### src/rtl/cond_pkg.sv
// Shared definitions for the condition/flag unit: condition codes,
// flag positions within the {N,Z,C,V} vector and FSM state encodings.
package cond_pkg;

    localparam int COND_W_DEF = 4;
    localparam int FLAG_W_DEF = 4;

    // ARM condition field encodings
    localparam logic [3:0] COND_EQ = 4'b0000;
    localparam logic [3:0] COND_NE = 4'b0001;
    localparam logic [3:0] COND_CS = 4'b0010;
    localparam logic [3:0] COND_CC = 4'b0011;
    localparam logic [3:0] COND_MI = 4'b0100;
    localparam logic [3:0] COND_PL = 4'b0101;
    localparam logic [3:0] COND_VS = 4'b0110;
    localparam logic [3:0] COND_VC = 4'b0111;
    localparam logic [3:0] COND_HI = 4'b1000;
    localparam logic [3:0] COND_LS = 4'b1001;
    localparam logic [3:0] COND_GE = 4'b1010;
    localparam logic [3:0] COND_LT = 4'b1011;
    localparam logic [3:0] COND_GT = 4'b1100;
    localparam logic [3:0] COND_LE = 4'b1101;
    localparam logic [3:0] COND_AL = 4'b1110;
    localparam logic [3:0] COND_NV = 4'b1111;

    // Flag positions counted from the left of the {N,Z,C,V} vector,
    // so N (index 0) lives in the most significant bit.
    localparam int FLAG_N = 0;
    localparam int FLAG_Z = 1;
    localparam int FLAG_C = 2;
    localparam int FLAG_V = 3;

    // Output buffer occupancy
    typedef enum logic {
        ST_EMPTY = 1'b0,
        ST_FULL  = 1'b1
    } state_e;

    // Pick one flag out of a 4-bit {N,Z,C,V} vector by its left-based index.
    function automatic logic get_flag(input logic [FLAG_W_DEF-1:0] flags, input int idx);
        return flags[FLAG_W_DEF-1-idx];
    endfunction

endpackage

### src/rtl/cond_eval.sv
// Purely combinational ARM condition evaluator: (flags, cond) -> (pass, undef).
// Shared between this unit and the branch unit.
module cond_eval
    import cond_pkg::*;
#(
    parameter int COND_W = COND_W_DEF,
    parameter int FLAG_W = FLAG_W_DEF
) (
    input  logic [FLAG_W-1:0] flags,
    input  logic [COND_W-1:0] cond,
    output logic              pass,
    output logic              undef
);

    logic n, z, c, v;

    assign n = get_flag(flags, FLAG_N);
    assign z = get_flag(flags, FLAG_Z);
    assign c = get_flag(flags, FLAG_C);
    assign v = get_flag(flags, FLAG_V);

    // Decode the condition field against the flags
    always_comb begin
        // NOTE: every output of a combinational block gets a default first;
        // a path that leaves one unassigned would infer a latch.
        pass  = 1'b0;
        undef = 1'b0;
        case (cond)
            COND_EQ: pass = z;
            COND_NE: pass = !z;
            COND_CS: pass = c;
            COND_CC: pass = !c;
            COND_MI: pass = n;
            COND_PL: pass = !n;
            COND_VS: pass = v;
            COND_VC: pass = !v;
            COND_HI: pass = c & !z;
            COND_LS: pass = !c | z;
            COND_GE: pass = (n == v);
            COND_LT: pass = (n != v);
            COND_GT: pass = !z & (n == v);
            COND_LE: pass = z | (n != v);
            COND_AL: pass = 1'b1;
            COND_NV: undef = 1'b1;
            default: begin
                pass  = 1'b0;
                undef = 1'b0;
            end
        endcase
    end

endmodule

### src/rtl/cond_flag_unit.sv
// Status register for ALU/MSR flag updates plus a one-entry verdict buffer
// that answers condition requests with a registered pass/undef result.
// Requests see the flags being written in the same cycle (forwarding).
module cond_flag_unit
    import cond_pkg::*;
#(
    parameter int COND_W = COND_W_DEF,
    parameter int FLAG_W = FLAG_W_DEF
) (
    input  logic              clk,
    input  logic              rst_n,
    input  logic              alu_valid,
    input  logic              alu_s,
    input  logic              alu_n,
    input  logic              alu_z,
    input  logic              alu_c,
    input  logic              alu_v,
    input  logic              wr_valid,
    input  logic [FLAG_W-1:0] wr_flags,
    input  logic [FLAG_W-1:0] wr_mask,
    input  logic              cond_valid,
    input  logic [COND_W-1:0] cond,
    output logic              cond_ready,
    output logic              pass_valid,
    output logic              pass,
    output logic              cond_undef,
    input  logic              pass_ready,
    output logic [FLAG_W-1:0] flags_out
);

    logic [FLAG_W-1:0] flags_q;
    logic [FLAG_W-1:0] flags_d;
    state_e            state_q;
    state_e            state_d;
    logic              accept;
    logic              eval_pass;
    logic              eval_undef;
    logic              pass_q;
    logic              undef_q;

    // Next-flags: a direct write wins over a flag-setting ALU result
    always_comb begin
        flags_d = flags_q;
        if (wr_valid) begin
            flags_d = (flags_q & ~wr_mask) | (wr_flags & wr_mask);
        end else if (alu_valid && alu_s) begin
            flags_d = {alu_n, alu_z, alu_c, alu_v};
        end
    end

    // Evaluate on next-flags so a same-cycle update is visible to the request
    cond_eval #(
        .COND_W (COND_W),
        .FLAG_W (FLAG_W)
    ) u_eval (
        .flags (flags_d),
        .cond  (cond),
        .pass  (eval_pass),
        .undef (eval_undef)
    );

    // Buffer FSM: next state and handshake outputs
    always_comb begin
        state_d    = state_q;
        pass_valid = 1'b0;
        cond_ready = 1'b0;
        case (state_q)
            ST_EMPTY: begin
                cond_ready = rst_n;
                if (cond_valid) begin
                    state_d = ST_FULL;
                end
            end
            ST_FULL: begin
                pass_valid = 1'b1;
                cond_ready = rst_n & pass_ready;
                if (pass_ready && !cond_valid) begin
                    state_d = ST_EMPTY;
                end
            end
            default: state_d = ST_EMPTY;
        endcase
    end

    assign accept = cond_valid & cond_ready;

    // Status register, FSM state and held verdict
    always_ff @(posedge clk) begin
        // NOTE: state updates use non-blocking assignments so every register
        // samples pre-edge values regardless of statement order.
        if (!rst_n) begin
            flags_q <= '0;
            state_q <= ST_EMPTY;
            pass_q  <= 1'b0;
            undef_q <= 1'b0;
        end else begin
            flags_q <= flags_d;
            state_q <= state_d;
            if (accept) begin
                pass_q  <= eval_pass;
                undef_q <= eval_undef;
            end
        end
    end

    assign pass       = pass_q;
    assign cond_undef = undef_q;
    assign flags_out  = flags_q;

endmodule
### config.mk
export PLATFORM = sky130hd
export DESIGN_NAME = cond_flag_unit
export DESIGN_NICKNAME = d
export VERILOG_FILES = /design/src/rtl/cond_pkg.sv /design/src/rtl/cond_eval.sv /design/src/rtl/cond_flag_unit.sv
export SDC_FILE = /design/constraint.sdc
export NUM_CORES = 1
export LEC_CHECK = 0
export ABC_AREA = 1
export CORE_MARGIN = 5
export CORE_UTILIZATION = 40
export CTS_CLUSTER_DIAMETER = 200
export DETAILED_ROUTE_END_ITERATION = 6
export HOLD_SLACK_MARGIN = 0.08
export PLACE_DENSITY = 0.78
export SETUP_SLACK_MARGIN = 0.5
export SYNTH_ARGS = -nofsm -noshare
export SYNTH_HDL_FRONTEND = slang
export SYNTH_SLANG_ARGS = --single-unit
export TNS_END_PERCENT = 100
### constraint.sdc
create_clock -name clk -period 1.5 [get_ports clk]
set_input_delay 0.3 -clock clk [delete_from_list [all_inputs] [get_ports clk]]
set_output_delay 0.3 -clock clk [all_outputs]
set_load 0.1 [all_outputs]
### Yosys cells after proc, flatten, opt, wreduce, memory -nomap -nowiden

Index checks and enable logic that the tools add are counted.

* register bits after elaboration: 7
* output and inout bits: 8

* eq/ne operators: 17
* mux-type cells: 9
* bitwise logic cells: 11
* reduce and logical (&&, ||, !) cells: 8

Operator list (number)
* equality test 4 bit (second input constant): 8
* equality test 4 x 3 -> 1 bit (second input constant): 4
* case mux 1 bit (15 select lines): 1
* AND 4 bit: 2
* equality test 4 x 2 -> 1 bit (second input constant): 2
* 2-to-1 mux 4 bit: 2
* zero test 1 bit: 5
* AND 1 bit: 4
* equality test 4 x 1 -> 1 bit (second input constant): 1
* zero test 4 bit: 1
* 2-to-1 mux 1 bit: 4
* inverter 4 bit: 1
* bitwise OR 4 bit: 1
* case mux 1 bit (2 select lines): 2
* logical AND 1 bit: 2
* bitwise OR 1 bit: 2
* equality test 1 bit: 1
* inequality test 1 bit: 1
* inverter 1 bit: 1

### Logic depth before layout (Yosys ltp)

* depth after elaboration: 7
* gate-level depth with buffers: 13
* mapped depth without buffers: 13

### By module

A second synthesis with hierarchy kept.

* cell total of the unflattened synthesis: 115
* area, all modules: 596.8 um2

By module, submodules not included
* cond_flag_unit: times used 1, cells an instance 62, area an instance 381.6 um2, seq. area each 140.1 um2
* cond_eval: times used 1, cells an instance 53, area an instance 215.2 um2, seq. area each 0.0 um2

### Worst setup path before layout

No wires, ideal clock.

* path kind: register to register
* from: register state_q
* to: register pass_q (netlist: pass)
* setup time: 70 ps
* data arrival time: 2963 ps
* setup slack: -1533 ps
* cell stages (with the launch flop): 6
* path buffers: 0
* clock period less this slack: 3033 ps
* cell sequence: dfxtp_1 > a21oi_1 > nand2_1 > a21oi_1 > o21ai_1 > a21oi_1

* cells in the longest elaborated chain, start to end: 3

Ends and longest elaborated chain
* from (decl): line cond_flag_unit.sv:33 `state_e state_q;`
* from (signal assigned): line cond_flag_unit.sv:98 `state_q <= state_d;`
* inverter 1 bit
* case mux 1 bit (2 select lines) *: line cond_flag_unit.sv:67 `case (state_q)`
* via cond_ready: line cond_flag_unit.sv:23 `output logic cond_ready,`
* AND 1 bit *: line cond_flag_unit.sv:85 `assign accept = cond_valid & cond_ready;`
* to (signal assigned): line cond_flag_unit.sv:100 `pass_q <= eval_pass;`
* to (decl): line cond_flag_unit.sv:38 `logic pass_q;`

Mark *: on every way through the listed nets, which the timed path passes. The rest lies on a longest branch.
A chain may end at the register's enable or synchronous reset.

### Worst setup path after layout

* from: register flags_q[3] (netlist: flags_out[3])
* to: register pass_q (netlist: pass)

* cells in the longest elaborated chain, start to end: 6

Ends and longest elaborated chain
* from (decl): line cond_flag_unit.sv:31 `logic [FLAG_W-1:0] flags_q;`
* from (signal assigned): line cond_flag_unit.sv:97 `flags_q <= flags_d;`
* AND 4 bit: line cond_flag_unit.sv:45 `flags_d = (flags_q & ~wr_mask) | (wr_flags & wr_mask);`
* bitwise OR 4 bit: line cond_flag_unit.sv:45
* 2-to-1 mux 4 bit *: line cond_flag_unit.sv:44 `if (wr_valid) begin`
* inequality test 1 bit or equality test 1 bit (tied branches)
* bitwise OR 1 bit or AND 1 bit (tied branches): line cond_eval.sv:42, cond_eval.sv:41
* case mux 1 bit (15 select lines) *: line cond_eval.sv:28 `case (cond)`

Mark *: on every way between the ends. The rest lies on a longest branch, timed or not.

==> results.ini <==
[yosys]
synth_area_leaders=nand2_1, dfxtp_1, nand3_1
synth_top_area_share=0.249
synthesis.nets=149
yosysSeqAreaShare=0.211
yosysWarnings=0
synth_compound_gate_area_share=0.0490
synthAdderAreaFrac=0
synthCells=126
synth_top_family_by_area=simple AND/OR/NAND/NOR gates
ys_ff_latch=7
synth.area.mux_share=0
synth_xor_area_frac=0
avgSynthCellArea_um2=5.27
netlist_area_um2=664
synth_simple_gate_area_frac=0.616
synth_cell_types=12
synth_top_cell_by_area=nand2_1

[die]
die_x_um=50.8
die_h_um=50.8
initial_core_util=0.431
rows=14
core_um2=1540
die_area_um2=2580
ios=31

[global_routing]
grt_use_met2=0.403
grt_max_degree=8
antenna_found_initial=0
overflow=0
grt.met3_usage=0.0503
grt.busiest_layer=met2
grt_pass1_vias=1013
grt_usage=0.218
met1_usage=0.238
grt_first_pass_wirelength_um=4430

[clocking]
cts.path.max_buffers=2
cts_hold_buf=0
cts_buffers=3
root_buffer=clkbuf_4
clkTransAtPathRegs_ps=70
insertion_delay_ps=270
clkSinkCount=7
htreeDepth=1
cts_tree=yes

[setup_path]
crit_path_max_incr_delay_ps=360
path_class=reg2reg
cpMaxStageDelayCell=dfxtp_4
critPathLaunchType=flop
r2r_end=pass
critPathMaxFanout=3
crit_end=pass
r2r_start=flags_out[3]
required_ps=1640
setup.worst_path.end_class=flop
critPathLaunch=flags_out[3]
r2r_cells=13
r2r_slack_ps=-60
worstPathCellList=inv_2, nand2_2, nand2_2, nand2_2, nand2_4, nand2_2, nand2_1, nand2_1, nand2_1, nor2_1, nand2_1, o21ai_1, a21oi_1
arrival_ps=1700

[sta]
min_period_over_period=1.04
fin_crit_ps=1560
hold_viol=0
setup_violations=1
worst_slack_ps=-63.9
clock_skew_ps=6.13
fmax_ghz=0.639
tightest_slew_ps=197
rsz0062_at_grt=yes
worst_hold_slack_ps=514
slew_headroom=0.869
drv_slew=0

[routing]
drc=0
drt_wl_total_um=3810
drt_iter0_drc=91
wl_per_cell_um=18.8
drt-vias-per-instance=5.90
dr.pass1.iters=4
detail-route-antenna-nets=0
route.vias.total=1191

[min_path]
hp-class=reg2reg

[finish]
nFillCells=52
final_common_cell=nand2_1
postLayoutCellArea_um2=1450
final_cell_mix=nand2_1, buf_4, dlygate4sd2_1
final_nets=210
area_growth_pct=119
diodes=0
drive_gt1_frac=0.500

[placement]
hpwlAfterDp_um=1750
portBuffers=30
place.gp.congestion=0.875
place_area_um2=1180

[power]
p_leak_nw=0.791
ir_drop_uv=582
cellPowerDensity_nw_per_um2=675

[outcome]
violations=setup timing
status=complete, but fails checks

[flow_run]
max_cap_violations=0

-- cell families after synthesis --
family | after synthesis
DFF | 7
buffers and inverters | 22
AOI/OAI and AO/OA | 6
and+or+nand+nor | 91
-- state kept, by name, summed over array words and instances, names as in the netlist --
register and cells:
cond_undef 1, flags_out 4, pass 1, state_q 1
-- per-layer routing --
layer / wire [um] / vias up
met5: 0 / -
met4: 229 / 0
met3: 299 / 38
met2: 1850 / 105
met1: 1430 / 533
li1: - / 515
-- cell usage after synthesis, drive strengths merged --
master	number
a211oi	1
a21oi	4
dfxtp	7
inv	22
nand2	52
nand3	25
nor2	13
nor3	1
o21ai	1
-- repair_timing --
| item | 4_1_cts | 5_1_grt |
|---|---|---|
| pin swaps | 35 | 20 |
| setup buffers | 9 | 6 |
| gates cloned | 0 | 0 |
| setup endpoints to repair | 14 | 14 |
| resized for setup | 57 | 23 |
-- stage by stage --
| stage | instances | utilization | worst slack [ps] | power, mW | setup TNS (ps) |
|---|---|---|---|---|---|
| global placement | 183 | 0.769 | -383 | 0.641 | -453 |
| CTS | 196 | 0.869 | 138 | 0.877 | 0 |
| floorplan | 126 | - | -76.1 | 0.451 | -92.9 |
| detailed placement | 183 | 0.769 | -447 | 0.648 | -688 |
| finish | 202 | 0.943 | -63.9 | 0.981 | -63.9 |
| global route | 202 | 0.943 | -169 | 1.03 | -169 |
-- worst min path at each step --
| stage | startpoint | to | slack, ps | depth (start not counted) |
|---|---|---|---|---|
| 6_report | cond_undef | cond_undef | 510 | 2 |
| 5_1_grt | cond_undef | cond_undef | 540 | 2 |
| 4_1_cts | cond_undef | cond_undef | 480 | 2 |
| 3_5_place_dp | cond_undef | cond_undef | 460 | 2 |
| 3_3_place_gp | cond_undef | cond_undef | 460 | 2 |
| 2_1_floorplan | cond_valid | state_q | 420 | 2 |
-- cell type report --
cell class / instances / area (um^2) / area share
Tap cell: 16 / 20.0 / 0.0138
Clock inverter: 1 / 5.00 / 0.00344
Timing Repair Buffer: 56 / 572 / 0.393
Sequential cell: 7 / 160 / 0.110
Clock buffer: 3 / 22.5 / 0.0155
Multi-Input combinational cell: 97 / 589 / 0.405
Inverter: 22 / 85.1 / 0.0585
-- power breakdown --
group | switching, mW | internal, mW
clock | 0.0924 | 0.0986
combinational | 0.337 | 0.239
sequential | 0.0160 | 0.198
total | 0.445 | 0.536
-- worst max-delay path: cells and delay by family (launching register included) --
kind	cells	cell delay, ps
flops	1	360
buf+inv	1	40
simple gates	10	740
compound gates	2	290
Note: power is estimated with default switching activity, not from simulation.
